--- src/rtl/spi_pkg.sv ---
// Shared SPI frame definitions: FSM states, frame geometry and command byte layout.
// The frame builder is used by the master to load its 40-bit shift register.
package spi_pkg;

    typedef enum logic [2:0] {
        ST_IDLE,
        ST_LOW,
        ST_HIGH,
        ST_HOLD,
        ST_GAP
    } state_t;

    localparam int FRAME_BITS   = 40;
    localparam int CMD_BITS     = 8;
    localparam int CMD_WR_BIT   = 7;
    localparam int CMD_ADDR_MSB = 4;
    localparam int CMD_ADDR_LSB = 0;

    // Read frames clock out zeros in the data phase.
    function automatic logic [FRAME_BITS-1:0] build_frame(
        input logic        wr,
        input logic [4:0]  addr,
        input logic [31:0] wdata
    );
        logic [CMD_BITS-1:0] cmd;
        cmd = '0;
        cmd[CMD_WR_BIT] = wr;
        cmd[CMD_ADDR_MSB:CMD_ADDR_LSB] = addr;
        return {cmd, (wr ? wdata : 32'h0)};
    endfunction

endpackage

--- src/rtl/spi_clk_div.sv ---
// Half-period timer: o_tick in the last cycle of a CLK_DIV-cycle interval, o_pre_tick one cycle earlier.
// i_clr restarts the interval; it is asserted on every state entry so the count never wraps.
module spi_clk_div #(
    parameter int CLK_DIV = 4
) (
    input  logic i_clk,
    input  logic i_rst,
    input  logic i_clr,
    output logic o_tick,
    output logic o_pre_tick
);

    logic [7:0] r_cnt;

    always_ff @(posedge i_clk) begin
        if (i_rst || i_clr) begin
            r_cnt <= 8'd0;
        end else begin
            r_cnt <= r_cnt + 8'd1;
        end
    end

    assign o_tick     = (r_cnt == 8'(CLK_DIV - 1));
    assign o_pre_tick = (r_cnt == 8'(CLK_DIV - 2));

endmodule

--- src/rtl/spi_master.sv ---
// Mode-0 SPI register master: 40-bit frames (command byte + 32 data bits), oDone 83*CLK_DIV cycles after accept.
// iStart is only taken while idle; all SPI pins and status outputs come straight from flops.
module spi_master
    import spi_pkg::*;
#(
    parameter int CLK_DIV = 4
) (
    input  logic        iCLK,
    input  logic        iRST,
    input  logic        iStart,
    input  logic        iWrite,
    input  logic [4:0]  iAddr,
    input  logic [31:0] iWData,
    output logic [31:0] oRData,
    output logic        oBusy,
    output logic        oDone,
    output logic        oSPI_CLK,
    output logic        oSPI_CS,
    output logic        oSPI_MOSI,
    input  logic        iSPI_MISO
);

    localparam logic [5:0] LAST_BIT = 6'(FRAME_BITS - 1);

    state_t                  r_state;
    logic [FRAME_BITS-1:0]   r_shreg;
    logic [31:0]             r_rx;
    logic [5:0]              r_bit_cnt;
    logic                    r_gap_half;
    logic                    r_wr;
    logic                    r_miso_s1;
    logic                    r_miso_s2;
    logic                    w_tick;
    logic                    w_pre_tick;
    logic                    w_div_clr;
    logic [FRAME_BITS-1:0]   w_frame;

    assign w_frame   = build_frame(iWrite, iAddr, iWData);
    assign w_div_clr = (r_state == ST_IDLE) || w_tick;

    spi_clk_div #(.CLK_DIV(CLK_DIV)) u_div (
        .i_clk      (iCLK),
        .i_rst      (iRST),
        .i_clr      (w_div_clr),
        .o_tick     (w_tick),
        .o_pre_tick (w_pre_tick)
    );

    always_ff @(posedge iCLK) begin
        if (iRST) begin
            r_miso_s1 <= 1'b0;
            r_miso_s2 <= 1'b0;
        end else begin
            r_miso_s1 <= iSPI_MISO;
            r_miso_s2 <= r_miso_s1;
        end
    end

    always_ff @(posedge iCLK) begin
        if (iRST) begin
            r_state    <= ST_IDLE;
            r_shreg    <= '0;
            r_rx       <= '0;
            r_bit_cnt  <= '0;
            r_gap_half <= 1'b0;
            r_wr       <= 1'b0;
            oRData     <= '0;
            oBusy      <= 1'b0;
            oDone      <= 1'b0;
            oSPI_CLK   <= 1'b0;
            oSPI_CS    <= 1'b1;
            oSPI_MOSI  <= 1'b0;
        end else begin
            oDone <= 1'b0;
            case (r_state)
                ST_IDLE: begin
                    if (iStart) begin
                        r_shreg   <= w_frame;
                        r_wr      <= iWrite;
                        r_bit_cnt <= '0;
                        oSPI_MOSI <= w_frame[FRAME_BITS-1];
                        oSPI_CS   <= 1'b0;
                        oBusy     <= 1'b1;
                        r_state   <= ST_LOW;
                    end
                end
                ST_LOW: begin
                    if (w_tick) begin
                        oSPI_CLK <= 1'b1;
                        r_state  <= ST_HIGH;
                    end
                end
                ST_HIGH: begin
                    // Last HIGH cycle: MISO has settled since the previous falling edge plus sync delay.
                    if (w_tick) begin
                        oSPI_CLK  <= 1'b0;
                        r_rx      <= {r_rx[30:0], r_miso_s2};
                        r_bit_cnt <= r_bit_cnt + 6'd1;
                        r_shreg   <= {r_shreg[FRAME_BITS-2:0], 1'b0};
                        oSPI_MOSI <= r_shreg[FRAME_BITS-2];
                        r_state   <= (r_bit_cnt == LAST_BIT) ? ST_HOLD : ST_LOW;
                    end
                end
                ST_HOLD: begin
                    if (w_tick) begin
                        oSPI_CS    <= 1'b1;
                        r_gap_half <= 1'b0;
                        r_state    <= ST_GAP;
                    end
                end
                ST_GAP: begin
                    if (!r_gap_half) begin
                        if (w_tick) begin
                            r_gap_half <= 1'b1;
                        end
                    end else begin
                        if (w_pre_tick) begin
                            oDone <= 1'b1;
                            if (!r_wr) begin
                                oRData <= r_rx;
                            end
                        end
                        if (w_tick) begin
                            oBusy     <= 1'b0;
                            r_bit_cnt <= '0;
                            r_state   <= ST_IDLE;
                        end
                    end
                end
                default: r_state <= ST_IDLE;
            endcase
        end
    end

endmodule

--- config.mk ---
export PLATFORM = sky130hd
export DESIGN_NAME = spi_master
export DESIGN_NICKNAME = d
export VERILOG_FILES = /design/src/rtl/spi_pkg.sv /design/src/rtl/spi_clk_div.sv /design/src/rtl/spi_master.sv
export SDC_FILE = /design/constraint.sdc
export NUM_CORES = 1
export LEC_CHECK = 0
export CAP_MARGIN = 20
export CORE_UTILIZATION = 30
export CTS_BUF_LIST = sky130_fd_sc_hd__clkbuf_4
export DETAILED_ROUTE_END_ITERATION = 8
export SYNTH_ARGS = -nofsm -noshare
export SYNTH_HDL_FRONTEND = slang
export SYNTH_SLANG_ARGS = --single-unit
--- constraint.sdc ---
create_clock -name iCLK -period 6 [get_ports iCLK]
set_clock_uncertainty 0.15 [all_clocks]
set_input_delay 1.2 -clock iCLK [delete_from_list [all_inputs] [get_ports iCLK]]
set_output_delay 1.2 -clock iCLK [all_outputs]
set_load 0.01 [all_outputs]
==> key figures <==
Status
  • Status: complete, no violations

Clock network
  • Setup bufs post-CTS: 0
  • Root Driver: clkbuf_4
  • Hold buffer count at CTS: 0
  • Total CTS buffers: 17
  • PostCTS Resize Cnt: 0
  • CTS tree: yes
  • Worst-case clock buffer depth: 2
  • Clk sink count: 129
  • Htree depth: 4
  • CTS clk-pin slew, worst paths: 0.11 ns
  • Worst skew pair latency: 0.54 ns

Pwr
  • PD cells: 233 mW/mm^2
  • Leak: 2.04 nW
  • Maximum VDD drop: 99.4 uV
  • Power Total: 1.48 mW

Finish
  • Layout net count: 741
  • Layout cells sized above 1: 0.0649
  • Footprint of the multi-input gates: 0.00237 mm^2
  • Finished Layout Cells: 929
  • Fill count: 1762
  • Antenna Cells: 0
  • Synthesis-to-layout area growth: 21.8%
  • Register Area: 0.00258 mm^2

Logic synthesis
  • Top post-synthesis cells by area: dfxtp_1, nand2_1, a21oi_1
  • Sequential fraction of the synthesis area: 0.495
  • Yosys warning total: 0
  • Cell Area, Synth: 0.00522 mm^2
  • Post-synth EDFFs: 0
  • Share of the synthesized area in the top cell type: 0.495
  • Synth async-reset ratio: 0
  • Distinct cells, synth: 38
  • Area leader, netlist: dfxtp_1
  • Syn Area/Cell: 8.04 um^2
  • Most frequent cell after synthesis: nand2_1
  • Synth Instances: 649
  • Most frequent cells after synthesis: nand2_1, dfxtp_1, a21oi_1
  • Post-synth top flop: dfxtp_1
  • Mapped Nets: 694
  • #FFs+latches synth: 129

Critical path
  • CP Data Arrival Time: 3.54 ns
  • Setup crit start kind: flop
  • Req. time, crit path: 6.22 ns
  • Worst Path Max Fanout: 37
  • CP Capture Type: flop
  • Crit path kind: reg -> reg

Floorplan
  • Cell Rows: 47
  • Initial Utilization: 0.311
  • Die Ht: 134 um
  • Die width: 134 um
  • # IOs: 79
  • Core area: 0.0168 mm^2
  • Die Footprint: 0.0179 mm^2

Timing
  • Period utilization: 0.553
  • Hold Slack: 0.298 ns
  • Rel. slew slack: 0.379
  • RSZ-0062 raised after global routing: false
  • Setup violations, final: 0
  • Maximum achievable frequency: 302 MHz
  • Pins Over Slew Limit: 0
  • Worst Tran Pin Value: 0.931 ns
  • Final Hold Fails: 0
  • Min cycle time layout: 3.32 ns
  • Setup_tns: 0 ns

Placed design
  • GP Congestion: 0.752
  • IO buf count: 78
  • Placed cell count: 895
  • Dpl hpwl: 7620 um

Global routing
  • Global Route Usage Sum: 0.141
  • Largest net degree at the start of global routing: 83
  • Initial antenna violation count: 0
  • Vias in the first global route: 4048
  • First-pass GRT wire length: 20400 um
  • Grt ovf: 0

Routing
  • Wirelength per Cell: 13.2 um
  • Post-DRT Antenna Nets: 0
  • Drt drc: 0
  • Initial drt markers: 272
  • WL final: 12300 um
  • Vias per cell: 4.94
  • Vias: 4592
  • DR pass1 iterations: 7

Min path
  • Hold Crit Class: reg -> reg

Run
  • Max cap viols: 0
## sequential cells by signal, indices dropped and copies added, names as in the netlist
signal       flops
oSPI_MOSI        1
r_shreg         39
r_miso_s1        1
r_bit_cnt        6
r_rx            32
oSPI_CLK         1
oSPI_CS          1
oDone            1
r_wr             1
oRData          32
u_div.r_cnt      8
r_state          3
r_miso_s2        1
r_gap_half       1
oBusy            1
## cell families (layout without fill, tap and decap cells)
group	count (synthesis)	count (layout)	synth area share
buf+inv	61	121	0.0535
simple gates	317	317	0.271
flops	129	129	0.495
xor+xnor	6	6	0.0101
compound gates	131	131	0.159
fa+ha+maj	3	3	0.00720
mux	2	2	0.00384
## cells in the final DEF, fill, tap and decap left out, types with 2 or more instances in the layout
cell	instances
xor2_1	5
or3b_2	2
buf_4	6
a21oi_1	77
clkbuf_4	19
clkinvlp_4	3
a311oi_1	38
inv_1	2
dfxtp_1	129
nor4_1	3
clkinv_1	3
nand3_1	45
a211oi_1	4
ha_1	3
o21a_1	2
nor2_1	18
or4_1	3
nand4_1	5
clkinv_2	6
nor3_1	39
and3_1	5
clkdlybuf4s50_1	77
or3_1	2
nand2b_1	3
o21ai_0	5
mux2i_1	2
nand2_1	182
buf_16	2
nor2b_1	3
## power by group
group | leakage, nW | internal, mW | switching (mW)
sequential | 1.05 | 0.879 | 0.0150
combinational | 0.873 | 0.0534 | 0.0561
clock | 0.120 | 0.164 | 0.313
## worst max-delay path, stage by stage (launching register included)
cell      delay (ns)
dfxtp_1         0.44
ha_1            0.28
nor3b_1         0.48
nand3_1         0.69
buf_4           0.46
nand2_1         0.08
buf_4           0.37
a311oi_1        0.17
## routing by layer
layer / wire [um] / global-route usage / part of all wire / vias up
met3: 625 / 0.0427 / 0.051 / 13
met1: 6220 / 0.202 / 0.51 / 2081
met2: 5300 / 0.198 / 0.43 / 133
met5: 0 / 0 / 0 / -
li1: - / - / - / 2365
met4: 124 / 0.0461 / 0.010 / 0
## final cells by class
type	instances	area share
clock buffer	19	0.0224
clock inverter	13	0.0114
inverter	2	0.00118
multi-input combinational	459	0.373
sequential	129	0.406
tap	220	0.0433
timing repair buffer	87	0.142
## metrics by stage
step | util | worst slack [ns] | instance area (um^2)
after detailed placement | 0.364 | 2.44 | 6100
after CTS | 0.377 | 2.40 | 6310
after floorplan | - | 3.27 | 5220
after global routing | 0.379 | 2.34 | 6360
after global placement | 0.362 | 2.50 | 6070
final | 0.379 | 2.68 | 6360
## path summary, 6_finish.rpt
kind	startpoint	to	slack [ns]	cells past startpoint
setup / recovery	u_div.r_cnt[0]	r_shreg[27]	2.68	7
hold reg to reg	r_miso_s2	r_rx[0]	0.30	2
hold / removal	r_miso_s2	r_rx[0]	0.30	2
setup reg to reg	u_div.r_cnt[0]	r_shreg[27]	2.68	7
(Power assumes the default switching activity.)
